**src/rtl/pc_seq_pkg.sv**
```systemverilog
// Shared types and constants for the fetch PC sequencer and its branch condition unit.
package pc_seq_pkg;

  localparam int unsigned XLEN   = 32;
  localparam int unsigned BROP_W = 5;

  // BrOp field positions
  localparam int unsigned BR_JAL  = 4;
  localparam int unsigned BR_COND = 3;

  // funct3 codes for conditional branches
  localparam logic [2:0] F3_BEQ  = 3'b000;
  localparam logic [2:0] F3_BNE  = 3'b001;
  localparam logic [2:0] F3_BLT  = 3'b100;
  localparam logic [2:0] F3_BGE  = 3'b101;
  localparam logic [2:0] F3_BLTU = 3'b110;
  localparam logic [2:0] F3_BGEU = 3'b111;

  typedef enum logic [1:0] {
    BOOT  = 2'd0,
    IDLE  = 2'd1,
    REQ   = 2'd2,
    DRAIN = 2'd3
  } seq_state_e;

endpackage

```
**src/rtl/branch_pc_sequencer_brcond.sv**
```systemverilog
// Branch condition unit: decides whether a resolved control instruction redirects the PC.
module branch_pc_sequencer_brcond
  import pc_seq_pkg::*;
(
  input  logic signed [XLEN-1:0]   RFrs1,
  input  logic signed [XLEN-1:0]   RFrs2,
  input  logic        [BROP_W-1:0] BrOp,
  output logic                     NextPCSrc
);

  logic cond_hit;

  // Undefined funct3 codes never take
  always_comb begin
    cond_hit = 1'b0;
    case (BrOp[2:0])
      F3_BEQ:  cond_hit = (RFrs1 == RFrs2);
      F3_BNE:  cond_hit = (RFrs1 != RFrs2);
      F3_BLT:  cond_hit = (RFrs1 < RFrs2);
      F3_BGE:  cond_hit = (RFrs1 >= RFrs2);
      F3_BLTU: cond_hit = ($unsigned(RFrs1) < $unsigned(RFrs2));
      F3_BGEU: cond_hit = ($unsigned(RFrs1) >= $unsigned(RFrs2));
      default: cond_hit = 1'b0;
    endcase
  end

  assign NextPCSrc = BrOp[BR_JAL] | (BrOp[BR_COND] & cond_hit);

endmodule

```
**src/rtl/branch_pc_sequencer.sv**
```systemverilog
// Fetch PC owner: sequences imem requests, applies taken redirects, drains in-flight fetches.
module branch_pc_sequencer
  import pc_seq_pkg::*;
#(
  parameter logic [XLEN-1:0] RESET_VEC = 32'h0000_0000,
  parameter logic [XLEN-1:0] TRAP_VEC  = 32'h0000_0100,
  parameter int unsigned     CNT_W     = 16
) (
  input  logic                     clk,
  input  logic                     rst_n,
  input  logic                     Stall,
  input  logic                     ExValid,
  input  logic        [BROP_W-1:0] BrOp,
  input  logic signed [XLEN-1:0]   RFrs1,
  input  logic signed [XLEN-1:0]   RFrs2,
  input  logic        [XLEN-1:0]   BrTarget,
  input  logic                     ImemReady,
  output logic                     ImemReq,
  output logic        [XLEN-1:0]   PC,
  output logic                     FetchValid,
  output logic                     Flush,
  output logic                     MisalignErr,
  output logic        [CNT_W-1:0]  TakenCnt
);

  seq_state_e             state_q, state_d;
  logic [XLEN-1:0]        pc_q, pc_d;
  logic [XLEN-1:0]        saved_q, saved_d;
  logic                   req_q, req_d;
  logic                   fv_q, fv_d;
  logic                   flush_q, flush_d;
  logic                   mis_q, mis_d;
  logic [CNT_W-1:0]       cnt_q, cnt_d;

  logic                   next_pc_src;
  logic                   taken;
  logic                   tgt_misaligned;
  logic [XLEN-1:0]        eff_tgt;

  branch_pc_sequencer_brcond u_brcond (
    .RFrs1     (RFrs1),
    .RFrs2     (RFrs2),
    .BrOp      (BrOp),
    .NextPCSrc (next_pc_src)
  );

  assign taken          = ExValid & next_pc_src;
  assign tgt_misaligned = (BrTarget[1:0] != 2'b00);
  assign eff_tgt        = tgt_misaligned ? TRAP_VEC : BrTarget;

  // Next-state, PC, saved target and pulse outputs
  always_comb begin
    state_d = state_q;
    pc_d    = pc_q;
    saved_d = saved_q;
    fv_d    = 1'b0;
    flush_d = taken;
    mis_d   = taken & tgt_misaligned;
    cnt_d   = (taken && (cnt_q != {CNT_W{1'b1}})) ? cnt_q + CNT_W'(1) : cnt_q;

    case (state_q)
      BOOT: begin
        state_d = IDLE;
        if (taken) pc_d = eff_tgt;
      end
      IDLE: begin
        if (taken)       pc_d    = eff_tgt;
        else if (!Stall) state_d = REQ;
      end
      REQ: begin
        if (ImemReady) begin
          if (taken) begin
            pc_d = eff_tgt;
          end else begin
            pc_d = pc_q + XLEN'(4);
            fv_d = 1'b1;
          end
          state_d = Stall ? IDLE : REQ;
        end else if (taken) begin
          saved_d = eff_tgt;
          state_d = DRAIN;
        end
      end
      DRAIN: begin
        if (taken) saved_d = eff_tgt;
        // A redirect arriving with the returning data wins over the older saved target
        if (ImemReady) begin
          pc_d    = taken ? eff_tgt : saved_q;
          state_d = IDLE;
        end
      end
      default: state_d = BOOT;
    endcase

    req_d = (state_d == REQ) || (state_d == DRAIN);
  end

  always_ff @(posedge clk) begin
    if (!rst_n) begin
      state_q <= BOOT;
      pc_q    <= RESET_VEC;
      saved_q <= '0;
      req_q   <= 1'b0;
      fv_q    <= 1'b0;
      flush_q <= 1'b0;
      mis_q   <= 1'b0;
      cnt_q   <= '0;
    end else begin
      state_q <= state_d;
      pc_q    <= pc_d;
      saved_q <= saved_d;
      req_q   <= req_d;
      fv_q    <= fv_d;
      flush_q <= flush_d;
      mis_q   <= mis_d;
      cnt_q   <= cnt_d;
    end
  end

  assign ImemReq     = req_q;
  assign PC          = pc_q;
  assign FetchValid  = fv_q;
  assign Flush       = flush_q;
  assign MisalignErr = mis_q;
  assign TakenCnt    = cnt_q;

endmodule
```
**config.mk**
```make
export PLATFORM = sky130hd
export DESIGN_NAME = branch_pc_sequencer
export DESIGN_NICKNAME = d
export VERILOG_FILES = /design/src/rtl/pc_seq_pkg.sv /design/src/rtl/branch_pc_sequencer_brcond.sv /design/src/rtl/branch_pc_sequencer.sv
export SDC_FILE = /design/constraint.sdc
export NUM_CORES = 1
export LEC_CHECK = 0
export CORE_MARGIN = 2
export CORE_UTILIZATION = 45
export CTS_CLUSTER_DIAMETER = 100
export DETAILED_ROUTE_END_ITERATION = 8
export GPL_TIMING_DRIVEN = 0
export HOLD_SLACK_MARGIN = 0.12
export PLACE_DENSITY = 0.79
export SLEW_MARGIN = 15
export SYNTH_ARGS = -nofsm -noshare
export SYNTH_HDL_FRONTEND = slang
export SYNTH_SLANG_ARGS = --single-unit
export TNS_END_PERCENT = 100
```
**constraint.sdc**
```tcl
create_clock -name clk -period 5.1 [get_ports clk]
set_input_delay 1.02 -clock clk [delete_from_list [all_inputs] [get_ports clk]]
set_output_delay 1.02 -clock clk [all_outputs]
set_load 0.02 [all_outputs]
```
# After elaboration in Yosys (flattened, before gate mapping)
# Index checks and enable logic that the tools add are counted.
[totals] input_bits=106 output_inout_bits=52 reg_bits=86 word_cells=63
[classes] bitwise=4 mux=18 n_eq_ne=17 n_lt_le_gt_ge=4 reduce_logical=10 addsub=2
[op_table] operator="$mux W32" n=7
[op_table] operator="$pmux W32 S3" n=1
[op_table] operator="$ge A32 B32 Y1" n=2
[op_table] operator="$lt A32 B32 Y1" n=2
[op_table] operator="$pmux W32 S2" n=1
[op_table] operator="$add A32 B3 Y32 const B" n=1
[op_table] operator="$eq A32 B32 Y1" n=1
[op_table] operator="$ne A32 B32 Y1" n=1
[op_table] operator="$add A16 B1 Y16 const B" n=1
[op_table] operator="$ne A16 B16 Y1 const B" n=1
[op_table] operator="$eq A3 B3 Y1 const B" n=4
[op_table] operator="$mux W2" n=6
[op_table] operator="$eq A2 B2 Y1 const B" n=4
[op_table] operator="$pmux W2 S4" n=1
[op_table] operator="$ne A2 B2 Y1 const B" n=3
[op_table] operator="$pmux W1 S6" n=1
[op_table] operator="$reduce_and A3 Y1" n=2
[op_table] operator="$reduce_bool A2 Y1" n=2
[op_table] operator="$and A1 B1 Y1" n=3
[op_table] operator="$eq A3 B1 Y1 const B" n=1
[op_table] operator="$logic_not A3 Y1" n=1
[op_table] operator="$eq A2 B1 Y1 const B" n=1
[op_table] operator="$logic_not A2 Y1" n=1
[op_table] operator="$ne A2 B1 Y1 const B" n=1
[op_table] operator="6 further kinds" n=6

# Longest topological paths before layout
# Gate-level depths: netlist of the first run.
[logic_depth] word_depth=10 ltp_mapped=14 depth_no_buf=11

# Modules after synthesis
# A second synthesis of the first run with hierarchy kept.
[unflattened] hier_cells=721 hier_area_um2=5645.4
[by_module_without_submodules] module="branch_pc_sequencer" n_inst=1 cells_each=588 area_each_um2=4703.3 seq_area_each_um2=1721.7
[by_module_without_submodules] module="branch_pc_sequencer_brcond" n_inst=1 cells_each=133 area_each_um2=942.2 seq_area_each_um2=0.0

# Worst setup path before layout of the first run
# OpenSTA, ideal clock, no wires.
[synth_path] path_type="input to register" start="input RFrs2[31]" end="register pc_q[11], in the netlist PC[11]" slack_ns=1.464 n_path_buf=3 setup_time_ns=0.127 required_time_ns=4.973 arrival_ns=3.509 cell_stages=14 cell_sequence="inv_1 ha_1 nand4_4 nor4_4 a21bo_4 o21ai_1 or4_4 a21o_1 buf_6 a21o_1 buf_6 buf_6 a211oi_2 a211oi_1"
[synth_via] elab_chain_len=8 word_cells_on_any_way=17 cone_classes="order compare: 4; eq/ne: 3; mux: 6; bitwise: 3; reduce/logical: 1"
[synth_rtl] element="start: declaration" line_no="branch_pc_sequencer.sv:15" text="input logic signed [XLEN-1:0] RFrs2,"
[synth_rtl] element="$ge A32 B32 Y1 (tied with other cells)" line_no="branch_pc_sequencer_brcond.sv:22" text="F3_BGEU: cond_hit = ($unsigned(RFrs1) >= $unsigned(RFrs2));"
[synth_rtl] element="$pmux W1 S6 *" line_no="branch_pc_sequencer_brcond.sv:16" text="case (BrOp[2:0])"
[synth_rtl] element="$and A1 B1 Y1 *" line_no="branch_pc_sequencer_brcond.sv:27" text="assign NextPCSrc = BrOp[BR_JAL] | (BrOp[BR_COND] & cond_hit);"
[synth_rtl] element="$or A1 B1 Y1 *" line_no="branch_pc_sequencer_brcond.sv:27"
[synth_rtl] element="$and A1 B1 Y1 *" line_no="branch_pc_sequencer.sv:47" text="assign taken = ExValid & next_pc_src;"
[synth_rtl] element="$mux W32 (on tied branches)"
[synth_rtl] element="$mux W32 (on tied branches)" line_no="branch_pc_sequencer.sv:87, branch_pc_sequencer.sv:71"
[synth_rtl] element="$pmux W32 S3" line_no="branch_pc_sequencer.sv:61" text="case (state_q)"
[synth_rtl] element="end signal: assignment" line_no="branch_pc_sequencer.sv:110" text="pc_q <= pc_d;"
[synth_rtl] element="end: declaration" line_no="branch_pc_sequencer.sv:27" text="logic [XLEN-1:0] pc_q, pc_d;"
# Mark *: on every way between the ends. The rest lies on a longest branch, timed or not. The select of a mux whose other input is x is not followed.
# A chain may end at the register's enable or synchronous reset.

# Final worst setup path of the first run
[layout_path] start="input RFrs2[27]" end="register pc_q[4], in the netlist PC[4]"
# The elaborated chain is that of the path after synthesis.

==> out/results.tsv, run 1 <==
metric	value	unit
outcome	finished clean	
Diodes inserted	0	
count of unique library cells instantiated by Yosys	59	
RSZ-0062 raised after global routing	false	
number of vias per cell	5.75	
worst slew slack as a fraction of its limit	49.7	%
number of setup violations in the final report	0	
critical path startpoint category	primary input	
core box area	11900	µm²
number of CTS-inserted buffers	9	
CTS Sinks	86	
fraction of post-synthesis cell area in the top cell type by area	31.9	%
total placed instance area	7150	µm²
worst slew pin tran	0.748	ns
proportion of power drawn by flip-flops and latches	39.6	%
HPWL after detailed placement	13100	µm
CTS resizes	0	
Sum Neg Setup Slack	0	ns
area of the die	12900	µm²
gate family responsible for the most delay along the worst path	simple AND/OR/NAND/NOR gates	
post-route cell area	7470	µm²
Most Frequent Cell on Critical Path	o211ai_1	
Final Total Pwr	1.86	mW
Synth Area in Compound Gates	20.4	%
clock network power share	37.6	%
start-to-end type of the worst setup path	primary input to register	
floorplan die height	114	µm
final setup slack of the worst path	0.792	ns
footprint of the flip-flops and latches	1720	µm²
maximum number of pins on one net before global-route repair	16	
Clock Path Buffers	2	
synth top area cells	dfxtp_1 (32%), ha_1 (7.9%), nand3_1 (7.0%)	
vias in the first global route	5473	
number of cells in the design after placement	992	
depth of the CTS H-tree	3	
clock transition at the register clock pins on the worst setup and hold paths after CTS	0.07	ns
Die X	114	µm
total area of multi-input combinational cells	3350	µm²
critical path cell sequence	clkdlybuf4s50_1 > inv_1 > ha_1 > nand4_1 > nor4_4 > a21bo_4 > a21oi_1 > o211ai_1 > a21oi_4 > nor3_2 > buf_2 > nand2_1 > o211ai_1	
maximum resistive drop on vdd	0.144	mV
postcts setup bufs	0	
sequential element share of the synthesized area	31.9	%
antenna viol nets, final	0	
slowest CP cell	nor3_2	
highest clock frequency the design can meet	232	MHz
setup slack after placement	0.518	ns
fill count	1036	
post-layout util	63.0	%
CP arrival	4.58	ns
worst-skew pair later-pin latency	0.35	ns
path category of the worst min-delay check	register to register	
post-synthesis net count	828	
mux cell area share after synthesis	3.38	%
Row Count	40	
cell taking the most area after synthesis	dfxtp_1	
filler-free cell count of the finished design	1008	
initial antenna violation count	0	
TritonCTS clock tree	yes	
Max Clock Skew	0.0105	ns
switch share	29.4	%
number of synthesized flops with an enable pin	0	
power per unit of standard cell area	249	nW/µm²
Synth Area per Inst	7.85	µm²
total buffers and inverters traversed by the critical path	3	
Synth Instances	688	
most instantiated cells after synthesis	nand2_1 (93), dfxtp_1 (86), nand3_1 (75)	
weighted congestion at the end of routability-driven global placement	0.892	
Hold-fix buffers, CTS	0	
residual overflow from global routing	0	
proportion of power drawn by combinational gates	22.8	%
most frequent cell after synthesis	nand2_1	
count of yosys warnings during synthesis	0	
combinational family with the most area after synthesis	simple AND/OR/NAND/NOR gates	
first-pass GRT wire length	27800	µm
io pins	158	
First-pass DRT Iterations	7	
Hold Worst Slack	0.454	ns
simple-gate area share of the yosys netlist	25.4	%
post-synth design cell area	5400	µm²
minimum clock period	4.31	ns
global-route total usage across every layer	27.1	%
post-synthesis sequential element count	86	
Worst Path Required	5.37	ns
average routed wire per standard cell	17.2	µm
final WL	17400	µm
Pins Over Slew Limit	0	
Post-Synth Adder-Cell Area	7.88	%
switching power	0.547	mW
cell chosen for the clock root	clkbuf_16	
crit share post-route	84.5	%
Final Hold Viols	0	
asr flop ratio synth	0	%
Via Count	5800	
Max Fanout on Critical Path	10	
Post-Synth XOR/XNOR Area	4.87	%
count of input and output buffers	157	
share of post-route cells with drive strength above 1	5.69	%
CP endpoint kind	register	
main flop type after synthesis	dfxtp_1	
register-to-register setup slack	2.23	ns
final-stage net count	996	
delay of the slowest cell on the worst path	0.62	ns
area growth from synthesis to layout	38.4	%
Leakage	2.87	nW
max-capacitance violation count	0	
starting density of the core	45.5	%
drt drc	0	
number of DRC violations after detailed-routing iteration 0	595	
Cell Int Power	1.31	mW
==> cell type report <==
cell class	instances	share of cell area (%)
Multi-Input combinational cell	524	44.8
Inverter	42	2.11
Clock inverter	5	0.871
Clock buffer	11	3.38
Tap cell	147	2.46
Sequential cell	86	23.0
Buffer	36	2.33
Timing Repair Buffer	157	21.0
==> sequential cells by signal, indices dropped and copies added, names as in the netlist <==
register	cells
MisalignErr	1
Flush	1
state_q	2
ImemReq	1
saved_q	32
FetchValid	1
PC	32
TakenCnt	16
==> cell usage in the layout (no fill, tap or decap), types with 20 or more instances in the layout <==
cell	count
dfxtp_1	86
a21oi_1	57
nand3_1	75
nand4_1	20
nor2_1	35
clkbuf_1	22
nand2_1	93
ha_1	34
clkdlybuf4s50_1	157
inv_1	42
o21ai_0	37
==> cell families (layout without fill, tap and decap cells) <==
logic type	Yosys count	after routing
XOR/XNOR	30	30
flip-flops	86	86
buffers and inverters	78	251
AND/OR/NAND/NOR	278	278
AO/OA/AOI/OAI	164	164
multiplexers	18	18
adder cells (fa/ha/maj)	34	34
==> worst min-delay path, delay by kind of cell (launching register included) <==
kind | cells | cell delay, ns
DFF | 1 | 0.31
and+or+nand+nor | 2 | 0.10
==> final timing paths <==
path | to | from | depth (start not counted)
hold reg to reg | saved_q[10] | saved_q[10] | 2
setup reg to reg | PC[31] | PC[10] | 8
setup / recovery | PC[4] | RFrs2[27] | 13
hold / removal | saved_q[10] | saved_q[10] | 2
==> layer usage <==
layer  GRT usage, %  share of wire [%]
met1           36.0                 42
met2           44.2                 47
met5              0                  0
met4           10.1                3.1
met3           5.05                8.6
==> power by group through the flow <==
stage / registers, mW / clock network [mW] / logic (mW)
2_1_floorplan: 0.768 / 0 / 0.196
3_3_place_gp: 0.750 / 0 / 0.410
3_5_place_dp: 0.750 / 0 / 0.416
4_1_cts: 0.735 / 0.702 / 0.418
5_1_grt: 0.740 / 0.732 / 0.457
6_report: 0.737 / 0.699 / 0.424
Power figures use the tool's default switching activity.
==> run 2, diff against run 1 <==
- CORE_UTILIZATION: 45 -> 44
- PLACE_DENSITY: 0.79 -> 0.8
- clock period: 5.1 -> 3.75 ns (I/O delays scaled with it)
==> out/results.tsv, run 2 (synthesis results as in run 1) <==
metric	value	unit	change
outcome	finished clean		
total buffers and inverters traversed by the critical path	2		-1
CTS Sinks	86		unchanged
worst-skew pair later-pin latency	0.34	ns	about the same
register-to-register setup slack	0.77	ns	-1.46 ns
count of input and output buffers	157		unchanged
power per unit of standard cell area	316	nW/µm²	+27%
maximum resistive drop on vdd	0.211	mV	+46%
vias in the first global route	5471		-0.037%
worst slew pin tran	0.794	ns	+0.0458 ns
share of post-route cells with drive strength above 1	13.5	%	+7.8 points
number of setup violations in the final report	0		unchanged
final setup slack of the worst path	0.0553	ns	-0.737 ns
Pins Over Slew Limit	0		unchanged
CP endpoint kind	register		
number of CTS-inserted buffers	9		unchanged
floorplan die height	115	µm	+1.1%
Hold Path End	saved_q[17]		
total area of multi-input combinational cells	3710	µm²	+11%
area growth from synthesis to layout	48.8	%	
most common cell after layout, fill and taps aside	clkdlybuf4s50_1		
worst slew slack as a fraction of its limit	46.6	%	-3.1 points
starting density of the core	44.9	%	-0.57 points
slowest CP cell	or4_4		
depth of the CTS H-tree	3		unchanged
cell chosen for the clock root	clkbuf_16		
Max Clock Skew	0.0132	ns	+0.00265 ns
critical path cell sequence	clkdlybuf4s50_1 > ha_4 > nand4_1 > nor4_4 > a21bo_4 > nor2_2 > or4_4 > a21o_4 > buf_8 > a211oi_4 > a41o_1 > a21oi_2		
Max Fanout on Critical Path	7		-3
average routed wire per standard cell	18.4	µm	+6.5%
path category of the worst min-delay check	register to register		
weighted congestion at the end of routability-driven global placement	0.908		+1.9%
clock transition at the register clock pins on the worst setup and hold paths after CTS	0.07	ns	about the same
residual overflow from global routing	0		unchanged
start-to-end type of the worst setup path	primary input to register		
drt drc	0		unchanged
Leakage	3.36	nW	+17%
launch instance of the worst register-to-register path	PC[9]		
Diodes inserted	0		unchanged
global-route total usage across every layer	26.0	%	-1.1 points
setup slack after placement	-0.539	ns	-1.06 ns
Final Hold Viols	0		unchanged
Via Count	5937		+2.4%
Clock Path Buffers	2		unchanged
fill count	970		-6.4%
gate family responsible for the most delay along the worst path	compound AO/OA/AOI/OAI gates		
core box area	12000	µm²	+1.3%
initial antenna violation count	0		unchanged
Worst R2R Path Depth	8		unchanged
footprint of the flip-flops and latches	1720	µm²	unchanged
final WL	18600	µm	+7.2%
io pins	158		unchanged
Hold-fix buffers, CTS	0		unchanged
Die X	115	µm	+1.1%
CP arrival	3.89	ns	-0.69 ns
delay of the slowest cell on the worst path	0.51	ns	-0.11 ns
maximum number of pins on one net before global-route repair	16		unchanged
area of the die	13200	µm²	+2.2%
highest clock frequency the design can meet	271	MHz	
First-pass DRT Iterations	6		-1
Row Count	40		unchanged
critical path startpoint category	primary input		
Worst Path Required	3.95	ns	-1.42 ns
final-stage net count	1004		+0.80%
reg-to-reg critical path endpoint	PC[31]		
hold_sp	saved_q[17]		
number of cells on the worst hold path	2		unchanged
HPWL after detailed placement	12900	µm	-1.9%
antenna viol nets, final	0		unchanged
Hold Worst Slack	0.456	ns	+0.00134 ns
first-pass GRT wire length	27100	µm	-2.5%
minimum clock period	3.69	ns	
TritonCTS clock tree	yes		
number of DRC violations after detailed-routing iteration 0	605		+1.7%
number of vias per cell	5.85		+1.7%
max-capacitance violation count	0		unchanged
crit share post-route	98.5	%	
commonest non-fill, non-tap cells in the layout	clkdlybuf4s50_1 (106), nand2_1 (93), dfxtp_1 (86)		
## run 2: cell count changes in the layout (fill, tap and decap cells not counted), sizes merged
cell	delta
clkinv	-2
clkbuf	-1
clkinvlp	+3
dlymetal6s2s	+51
buf	+7
clkdlybuf4s50	-51
## run 2: how the worst max path moves through the flow
stage | startpoint | to | depth (start not counted)
floorplan | RFrs2[31] | PC[11] | 14
global placement | RFrs2[27] | PC[4] | 13
detailed placement | RFrs2[31] | PC[2] | 13
CTS | RFrs2[23] | TakenCnt[15] | 13
global route | RFrs1[17] | TakenCnt[15] | 14
finish | RFrs1[17] | TakenCnt[15] | 12
## run 2: worst min-delay path, stage by stage (launching register included)
cell and delay (ns):
dfxtp_1 0.31, nand2_1 0.05, a21oi_1 0.05
## run 2: power by group
group	switching (mW)	leakage [nW]	internal [mW]	total, mW
clock	0.386	0.136	0.518	0.904
sequential	0.0520	0.698	0.949	1.00
combinational	0.328	2.53	0.307	0.635
## run 2: what timing repair did
item,in CTS,in global routing
buffers inserted,1,6
cloned,0,1
setup endpoints to repair,33,75
pin swaps,1,33
resized for setup,6,112
## run 2: per-stage QoR
| stage | TNS [ns] | power (mW) | cells | util [%] | instance area [µm²] |
|---|---|---|---|---|---|
| after floorplan | 0 | 1.31 | 688 | - | 5400 |
| final | 0 | 2.54 | 1015 | 66.9 | 8030 |
| after CTS | 0 | 2.48 | 1008 | 62.2 | 7470 |
| after global placement | -22.43 | 1.58 | 992 | 59.6 | 7150 |
| after global routing | -0.422 | 2.62 | 1015 | 66.9 | 8030 |
| after detailed placement | -25.36 | 1.58 | 992 | 59.6 | 7150 |
## run 2: metal layers
layer	wire, µm	GRT usage (%)
met4	580	9.00
met5	0	1.85
met3	1660	4.69
met2	8970	43.3
met1	7420	34.0
## run 2: layout make-up
type                            instances  share of cell area [%]
Clock inverter                          6                   0.903
Buffer                                 36                    2.26
Timing Repair Buffer                  165                    22.1
Sequential cell                        86                    21.4
Clock buffer                            9                    2.80
Multi-Input combinational cell        524                    46.2
Tap cell                              147                    2.29
Inverter                               42                    1.96
